File: config.mk
export PLATFORM = sky130hd
export DESIGN_NAME = camera_capture
export DESIGN_NICKNAME = d
export VERILOG_FILES = /design/src/rtl/camera_capture.sv
export SDC_FILE = /design/constraint.sdc
export NUM_CORES = 1
export LEC_CHECK = 0
export BUFFER_PORTS_ARGS = -buffer_cell sky130_fd_sc_hd__buf_4
export CAP_MARGIN = 10
export CORE_ASPECT_RATIO = 0.7
export CORE_MARGIN = 2
export CORE_UTILIZATION = 30
export DETAILED_ROUTE_END_ITERATION = 12
export GPL_TIMING_DRIVEN = 0
export SLEW_MARGIN = 20
export SYNTH_ARGS = -nofsm -noshare
export SYNTH_HDL_FRONTEND = slang
export SYNTH_SLANG_ARGS = --single-unit
File: constraint.sdc
create_clock -name CLK -period 3.23 [get_ports CLK]
set_input_delay 0.8075 -clock CLK [delete_from_list [all_inputs] [get_ports CLK]]
set_output_delay 0.8075 -clock CLK [all_outputs]
set_load 0.02 [all_outputs]
File: src/rtl/camera_capture.sv
// OV7670-style capture front end: pairs RGB444 bytes from the camera bus into
// RGB332 pixels and produces linear frame-buffer writes plus frame/error status.
module camera_capture #(
    parameter int SCREEN_WIDTH  = 176,
    parameter int SCREEN_HEIGHT = 144,
    parameter int ADDR_WIDTH    = 15
) (
    input  logic                  CLK,
    input  logic                  RESET,
    input  logic                  VSYNC,
    input  logic                  HREF,
    input  logic [7:0]            D,
    output logic [ADDR_WIDTH-1:0] W_ADDR,
    output logic [7:0]            W_DATA,
    output logic                  W_EN,
    output logic                  FRAME_DONE,
    output logic [7:0]            FRAME_COUNT,
    output logic [7:0]            LINE_COUNT,
    output logic                  PROTO_ERR
);

    localparam logic [7:0] X_LIMIT = 8'(SCREEN_WIDTH);
    localparam logic [7:0] Y_LIMIT = 8'(SCREEN_HEIGHT);
    localparam logic [7:0] SAT_MAX = 8'hFF;

    typedef enum logic {
        SYNC_WAIT = 1'b0,
        FRAME     = 1'b1
    } state_t;

    state_t                state;
    logic                  prev_vsync;
    logic                  prev_href;
    logic                  byte_phase;
    logic [7:0]            first_byte;
    logic [7:0]            x;
    logic [7:0]            y;
    logic [7:0]            line_cnt;

    logic                  vsync_rise;
    logic                  href_fall;
    logic                  pixel_fits;
    logic [ADDR_WIDTH-1:0] pixel_addr;
    logic [7:0]            pixel_rgb332;

    always_comb begin
        vsync_rise   = VSYNC && !prev_vsync;
        href_fall    = !HREF && prev_href;
        pixel_fits   = (x < X_LIMIT) && (y < Y_LIMIT);
        pixel_addr   = ADDR_WIDTH'(x) + ADDR_WIDTH'(y) * ADDR_WIDTH'(SCREEN_WIDTH);
        // Keep the top bits of each RGB444 channel: R[3:1] from the first byte, G[3:1] and B[3:2] from the second.
        pixel_rgb332 = {first_byte[3:1], D[7:5], D[3:2]};
    end

    // NOTE: every register here is written with <= so all updates use the values sampled at the same edge.
    always_ff @(posedge CLK) begin
        if (RESET) begin
            state       <= SYNC_WAIT;
            prev_vsync  <= 1'b0;
            prev_href   <= 1'b0;
            byte_phase  <= 1'b0;
            first_byte  <= 8'd0;
            x           <= 8'd0;
            y           <= 8'd0;
            line_cnt    <= 8'd0;
            W_ADDR      <= '0;
            W_DATA      <= 8'd0;
            W_EN        <= 1'b0;
            FRAME_DONE  <= 1'b0;
            FRAME_COUNT <= 8'd0;
            LINE_COUNT  <= 8'd0;
            PROTO_ERR   <= 1'b0;
        end else begin
            prev_vsync <= VSYNC;
            prev_href  <= HREF;
            W_EN       <= 1'b0;
            FRAME_DONE <= 1'b0;

            if (vsync_rise) begin
                // Frame start wins over anything else on the bus this cycle.
                x          <= 8'd0;
                y          <= 8'd0;
                byte_phase <= 1'b0;
                line_cnt   <= 8'd0;
                state      <= FRAME;
                if (state == FRAME) begin
                    FRAME_DONE  <= 1'b1;
                    FRAME_COUNT <= FRAME_COUNT + 8'd1;
                    LINE_COUNT  <= line_cnt;
                end
            end else if (state == FRAME) begin
                if (HREF) begin
                    if (!byte_phase) begin
                        first_byte <= D;
                        byte_phase <= 1'b1;
                    end else begin
                        W_DATA     <= pixel_rgb332;
                        W_ADDR     <= pixel_addr;
                        W_EN       <= pixel_fits;
                        byte_phase <= 1'b0;
                        if (x != SAT_MAX) begin
                            x <= x + 8'd1;
                        end
                        if (x >= X_LIMIT) begin
                            PROTO_ERR <= 1'b1;
                        end
                    end
                end else if (href_fall) begin
                    if (y != SAT_MAX) begin
                        y <= y + 8'd1;
                    end
                    if (line_cnt != SAT_MAX) begin
                        line_cnt <= line_cnt + 8'd1;
                    end
                    // An odd byte count or a line past the frame height is a bus error; the stray byte is dropped.
                    if (byte_phase || (line_cnt >= Y_LIMIT)) begin
                        PROTO_ERR <= 1'b1;
                    end
                    x          <= 8'd0;
                    byte_phase <= 1'b0;
                end else begin
                    x          <= 8'd0;
                    byte_phase <= 1'b0;
                end
            end
        end
    end

endmodule
==> summary.md, run 1 <==
| Metric | Value |
|---|---|
| Status | finished clean |
| M2 GR Usage | roughly a fifth |
| Register area | approximately 1500 um^2 |
| Slew Viols, Final | 0 |
| Worst slew margin | between 50% and 60% |
| Num ports | between 50 and 60 |
| Post-DP HPWL | 6.48 mm |
| Sequential area share after synthesis | roughly two fifths |
| Synth top area share | approximately two fifths |
| Root Driver | clkbuf_16 |
| Initial antenna violation count | 0 |
| Synth area leaders | dfxtp_1, ha_1, nand2_1 |
| CORE AREA | approximately 12000 um^2 |
| Critical path type | flip-flop to flip-flop |
| Area growth, synth to finish | 22.8% |
| Tot Pwr | 1890 uW |
| Yosys reg bits | 73 |
| Library cells used by synthesis | 53 |
| Setup TNS | 0 ps |
| Total Die Area | around 13000 um^2 |
| Syn Inst Count | 436 |
| CP arrival | approximately 3200 ps |
| Max cap viols | 0 |
| Wire length per cell | around 13 um |
| Max Fclk | ~0.33 GHz |
| Top FF cell, synth | dfxtp_1 |
| Chip width | approximately 140 um |
| Worst Setup Start Kind | flip-flop |
| Syn. warnings | 0 |
| Quantity of I/O buffers inserted on ports | between 50 and 60 |
| Post-synth top area cell | dfxtp_1 |
| Clk pin slew, worst setup/hold paths | about 60 ps |
| EDFF count, synth | 0 |
| First-pass GRT wire length | ~14 mm |
| Number of buffers created by CTS | 9 |
| Grt ovf | 0 |
| Clock Sink Count | between 70 and 80 |
| Fill count | between 1000 and 1500 |
| Vias | between 3000 and 4000 |
| Drt initial violations | ~180 |
| Setup Skew | 6.46 ps |
| Avg Inst Size Synth | around 8.6 um^2 |
| Most frequent cell after synthesis | dfxtp_1 |
| Nets@finish | around 540 |
| Finish-stage setup viols | 0 |
| Global route hottest layer | met2 |
| Routing usage on met1 | ~17% |
| GPL Wtd Cong | between 0.8 and 0.9 |
| Hold Fails Final Rpt | 0 |
| CTS Hold Bufs | 0 |
| Antenna cells | 0 |
| Footprint of the multi-input gates | approximately 2200 um^2 |
| Vias in the first global route | about 3000 |
| Fraction of layout cells with a size suffix above 1 | between 15 and 20% |
| Met3 Usage GRT | 3.37% |
| CTS tree | built |
| Period minus WS final | 3000 ps |
| Slew @ Worst Pin | ~600 ps |
| CTS H-tree lvls | 3 |
| Vias per cell | 4.73 |
| Worst vdd ir | ~0.00024 V |
| Worst path required time | between 3000 and 4000 ps |
| Async set-reset flop share out of synthesis | 0% |
| All-layer global routing usage | a little over an eighth |
| Die Y | 97.8 um |
| Cell Pwr Density | between 400 and 500 nW/um^2 |
| Most frequent cells after synthesis | dfxtp_1, nand2_1, nor2_1, a21oi_1, ha_1 |
| Rows | 34 |
| RSZ-0062 raised after global routing | no |
| Worst-Skew Late Latency | roughly 330 ps |
| Net Count, Synth | ~480 |
| Pleak | between 0.0015 and 0.002 uW |
| Hold slack | approximately 450 ps |
| Clk buf depth | 2 |
| HP Class | flip-flop to flip-flop |
| Initial Util | between 30% and 40% |
| WL final | ~8.5 mm |
| Critical Path End Type | flip-flop |
| CP max FO | 6 |
| Remaining antenna violation count | 0 |
| Drt pass-1 iters | 4 |
| Final period utilization | between 90% and 100% |
| Mapped Area | between 3000 and 4000 um^2 |
| # Post-CTS Setup Buffers | 0 |
| DRC Markers | 0 |
| Largest net degree at the start of global routing | 14 |
-- per-stage QoR --
stage               cell area (um^2)  worst slack (ps)  std cells  util, %
global placement                4360               191        649     35.3
CTS                             4630               137        665     37.5
finish                          4630               228        665     37.5
floorplan                       3770               407        436        -
global route                    4630              63.7        665     37.5
detailed placement              4360               177        649     35.3
-- power breakdown --
part / internal (uW) / switching [uW]
clock network: 522 / 382
registers: 908 / 4.88
logic: 27.4 / 48.8
total: 1460 / 436
-- repair_timing --
| item | CTS | global route |
|---|---|---|
| endpoints found under the setup margin | 0 | 3 |
| resized for setup | 0 | 4 |
| hold endpoints to repair | 0 | 0 |
-- critical path, cell delays in order, from the launching register on --
cell and delay, ps:
dfxtp_1 490, ha_1 200, inv_1 40, fa_1 470
inv_1 40, ha_1 360, a21oi_2 200, nand2_1 130
or3_4 400, and4_4 200, and4_1 200, o41ai_2 180
-- routing by layer --
layer / wire length [um] / part of all wire (%)
met5: 0 / 0
met4: 90 / 1.1
met3: 332 / 3.9
met2: 3820 / 45
met1: 4220 / 50
-- sequential cells by signal (all words and copies together), names as in the netlist, 3 cells and up --
| signal | count |
|---|---|
| x | 8 |
| LINE_COUNT | 8 |
| W_DATA | 8 |
| first_byte | 3 |
| FRAME_COUNT | 8 |
| y | 8 |
| W_ADDR | 15 |
| line_cnt | 8 |
-- cell families (layout without fill, tap and decap cells) --
logic type	after synthesis	in the layout	synth area share, %
AOI/OAI and AO/OA	79	79	13.9
adders and majority gates	33	33	12.1
xor gates and xnor gates	32	32	7.43
buffers and inverters	35	102	3.58
and+or+nand+nor	180	180	23.1
muxes	4	4	1.06
DFF	73	73	38.8
-- worst paths after layout --
check / startpoint / depth (start not counted) / slack (ps) / to
worst max-delay path: y[4] / 11 / 230 / W_ADDR[14]
worst max register to register: y[4] / 11 / 230 / W_ADDR[14]
worst min-delay path: first_byte[1] / 2 / 450 / W_DATA[5]
worst min register to register: first_byte[1] / 2 / 450 / W_DATA[5]
-- cell type report --
class | count | share of cell area, %
flip-flops and latches | 73 | 31.6
well taps | 162 | 4.38
plain buffers | 14 | 1.22
clock inverters | 6 | 0.919
inverters | 21 | 1.70
repair buffers | 51 | 8.27
multi-input cells | 328 | 46.9
clock buffers | 10 | 4.94
-- cells in the final DEF (no fill, tap or decap), drive strengths merged, types with 3 or more instances in the layout --
cell type | Yosys | final
xor2 | 21 | 21
mux2i | 4 | 4
xnor2 | 11 | 11
a31oi | 3 | 3
nand2 | 61 | 61
a211oi | 11 | 11
nor3 | 6 | 6
a21oi | 37 | 37
or3 | 8 | 8
nand4 | 10 | 10
clkbuf | 8 | 18
nor2b | 5 | 5
nand3b | 3 | 3
a21o | 4 | 4
nand2b | 4 | 4
nor2 | 58 | 58
inv | 21 | 23
ha | 27 | 27
and4 | 4 | 4
fa | 6 | 6
dfxtp | 73 | 73
buf | 6 | 57
nand3 | 10 | 10
o21ai | 10 | 10
No activity file was read; power rests on OpenSTA's default activity.
==> run 2, diff against run 1 <==
--- a/config.mk
+++ b/config.mk
@@ -11,7 +11,7 @@
 export CORE_MARGIN = 2
 export CORE_UTILIZATION = 30
 export DETAILED_ROUTE_END_ITERATION = 12
-export GPL_TIMING_DRIVEN = 0
+export SKIP_CTS_REPAIR_TIMING = 1
 export SLEW_MARGIN = 20
 export SYNTH_ARGS = -nofsm -noshare
 export SYNTH_HDL_FRONTEND = slang
==> summary.md, run 2 (synthesized netlist as in run 1, its figures left out) <==
| Metric | Value |
|---|---|
| Wl on met1 | 4.00 mm (-5.4%) |
| GPL Wtd Cong | 0.794 (-2.3%) |
| Most frequent cells in the layout | dfxtp_1, nand2_1, nor2_1 |
| Fraction of layout cells with a size suffix above 1 | 17.8% (+0.35 points) |
| Nets@finish | 533 (-1.8%) |
| Reg with most FFs | W_ADDR |
| Final period utilization | 93.2% (+0.29 points) |
| Status | finished clean |
| CTS tree | built |
| Setup Skew | 8.57 ps (+2.10 ps) |
| Remaining antenna violation count | 0 (unchanged) |
| Worst Setup Start Kind | flip-flop |
| Register-to-Register Path Depth | 11 (unchanged) |
| Clk pin slew, worst setup/hold paths | 60 ps (about the same) |
| Hold Path Cell Cnt | 2 (unchanged) |
| Hold Fails Final Rpt | 0 (unchanged) |
| Hold worst-path end | W_DATA[7] |
| Slew @ Worst Pin | 812 ps (+204 ps) |
| RR Endpoint | W_ADDR[14] |
| Total Die Area | 13500 um^2 (unchanged) |
| Hold slack | 449 ps (-0.294 ps) |
| Post-DP HPWL | 5.87 mm (-9.5%) |
| Area growth, synth to finish | 22.1% |
| Setup TNS | 0 ps (unchanged) |
| Critical Path End Type | flip-flop |
| Critical R2R Launch | y[3] |
| Wire length per cell | 12.3 um (-3.7%) |
| Drt pass-1 iters | 5 (+1) |
| Finish-stage setup viols | 0 (unchanged) |
| Root Driver | clkbuf_16 |
| Met3 WL | 313 um (-5.7%) |
| DR WL met2 | 3.56 mm (-6.7%) |
| Hold_sp | first_byte[3] |
| Worst vdd ir | 0.000234 V (-1.5%) |
| Max Used Layer | met4 |
| First-pass GRT wire length | 13.2 mm (-6.3%) |
| Vias per cell | 4.69 (-0.89%) |
| CP arrival | 3250 ps (+20 ps) |
| Grt ovf | 0 (unchanged) |
| HP Class | flip-flop to flip-flop |
| Fin area | 4600 um^2 (-0.57%) |
| Slew Viols, Final | 0 (unchanged) |
| All-layer global routing usage | 12.4% (-0.67 points) |
| Tot Pwr | 1890 uW (about the same) |
| Vias | 3070 (-2.4%) |
| Quantity of I/O buffers inserted on ports | 51 (unchanged) |
| Max Fclk | 0.332 GHz (-0.31%) |
| Rows | 34 (unchanged) |
| CP max FO | 6 (unchanged) |
| Drt initial violations | 124 (-31%) |
| Max FFs per register | 15 (unchanged) |
| Clock Sink Count | 73 (unchanged) |
| Largest net degree at the start of global routing | 52 (+38) |
| Dpl cell area | 4330 um^2 (-0.60%) |
| Pleak | 0.00186 uW (about the same) |
| RSZ-0062 raised after global routing | no |
| CORE AREA | 12300 um^2 (unchanged) |
| Chip width | 138 um (unchanged) |
| Number of buffers created by CTS | 9 (unchanged) |
| Vias in the first global route | 2830 (-4.6%) |
| Num ports | 54 (unchanged) |
| Worst-Skew Late Latency | 340 ps (about the same) |
| Commonest non-fill, non-tap cell in the layout | dfxtp_1 |
| Initial antenna violation count | 0 (unchanged) |
| WL final | 8.03 mm (-5.1%) |
| Clk buf depth | 2 (unchanged) |
| Max cap viols | 0 (unchanged) |
| Setup slack, reg-to-reg | 220 ps (about the same) |
| Worst slew margin | 45.8% (-13 points) |
| Worst path required time | 3470 ps (about the same) |
| DRC Markers | 0 (unchanged) |
| Antenna cells | 0 (unchanged) |
| Period minus WS final | 3010 ps (+9.24 ps) |
| Critical path type | flip-flop to flip-flop |
| Initial Util | 30.6% (unchanged) |
| Cell Pwr Density | 412 nW/um^2 (+0.65%) |
| CTS H-tree lvls | 3 (unchanged) |
| Die Y | 97.8 um (unchanged) |
run 2: cell types whose count changed in the layout (fill, tap and decap cells not counted), sizes merged:
cell and delta:
inv -1, clkinvlp -1, buf -2, clkinv +2, clkbuf -8
run 2: worst max path at each step:
stage / slack [ps] / depth (start not counted) / start / end
2_1_floorplan: 410 / 9 / y[2] / W_ADDR[14]
3_3_place_gp: 210 / 9 / y[2] / W_ADDR[14]
3_5_place_dp: 170 / 9 / y[3] / W_ADDR[14]
4_1_cts: 140 / 9 / y[3] / W_ADDR[14]
5_1_grt: 80 / 12 / y[4] / W_ADDR[14]
6_report: 220 / 11 / y[3] / W_ADDR[14]
run 2: per-stage QoR:
step,cells,util (%),setup slack (ps)
after floorplan,436,-,407
after detailed placement,639,35.1,165
after global placement,639,35.1,214
final,655,37.3,219
after CTS,655,37.3,137
after global routing,655,37.3,84.4
run 2: area by class of cell:
type,instances,area [um^2]
multi-input combinational,328,2170
clock buffer,10,229
inverter,21,78.8
timing repair buffer,55,413
sequential,73,1460
tap,162,203
fill,1256,7730
clock inverter,6,43.8
run 2: layer usage:
layer | vias to the layer above | track usage (%)
li1 | 1603 | -
met1 | 1408 | 16.4
met2 | 48 | 18.9
met3 | 11 | 3.27
met4 | 0 | 5.81
met5 | - | 0
run 2: worst max-delay path: stages (launching register included):
cell and delay, ps:
dfxtp_2 370, ha_1 290, inv_1 50, fa_1 500, inv_1 40, ha_1 360
a21oi_2 190, nand2_1 140, or3_4 400, and4_4 200, and4_1 200, o41ai_2 180
run 2: report_power, final:
group	total, uW	leakage [uW]	internal, uW	switching, uW
clock	913	0.000133	522	390
combinational	68.2	0.00114	25.4	42.8
sequential	914	0.000590	908	6.54
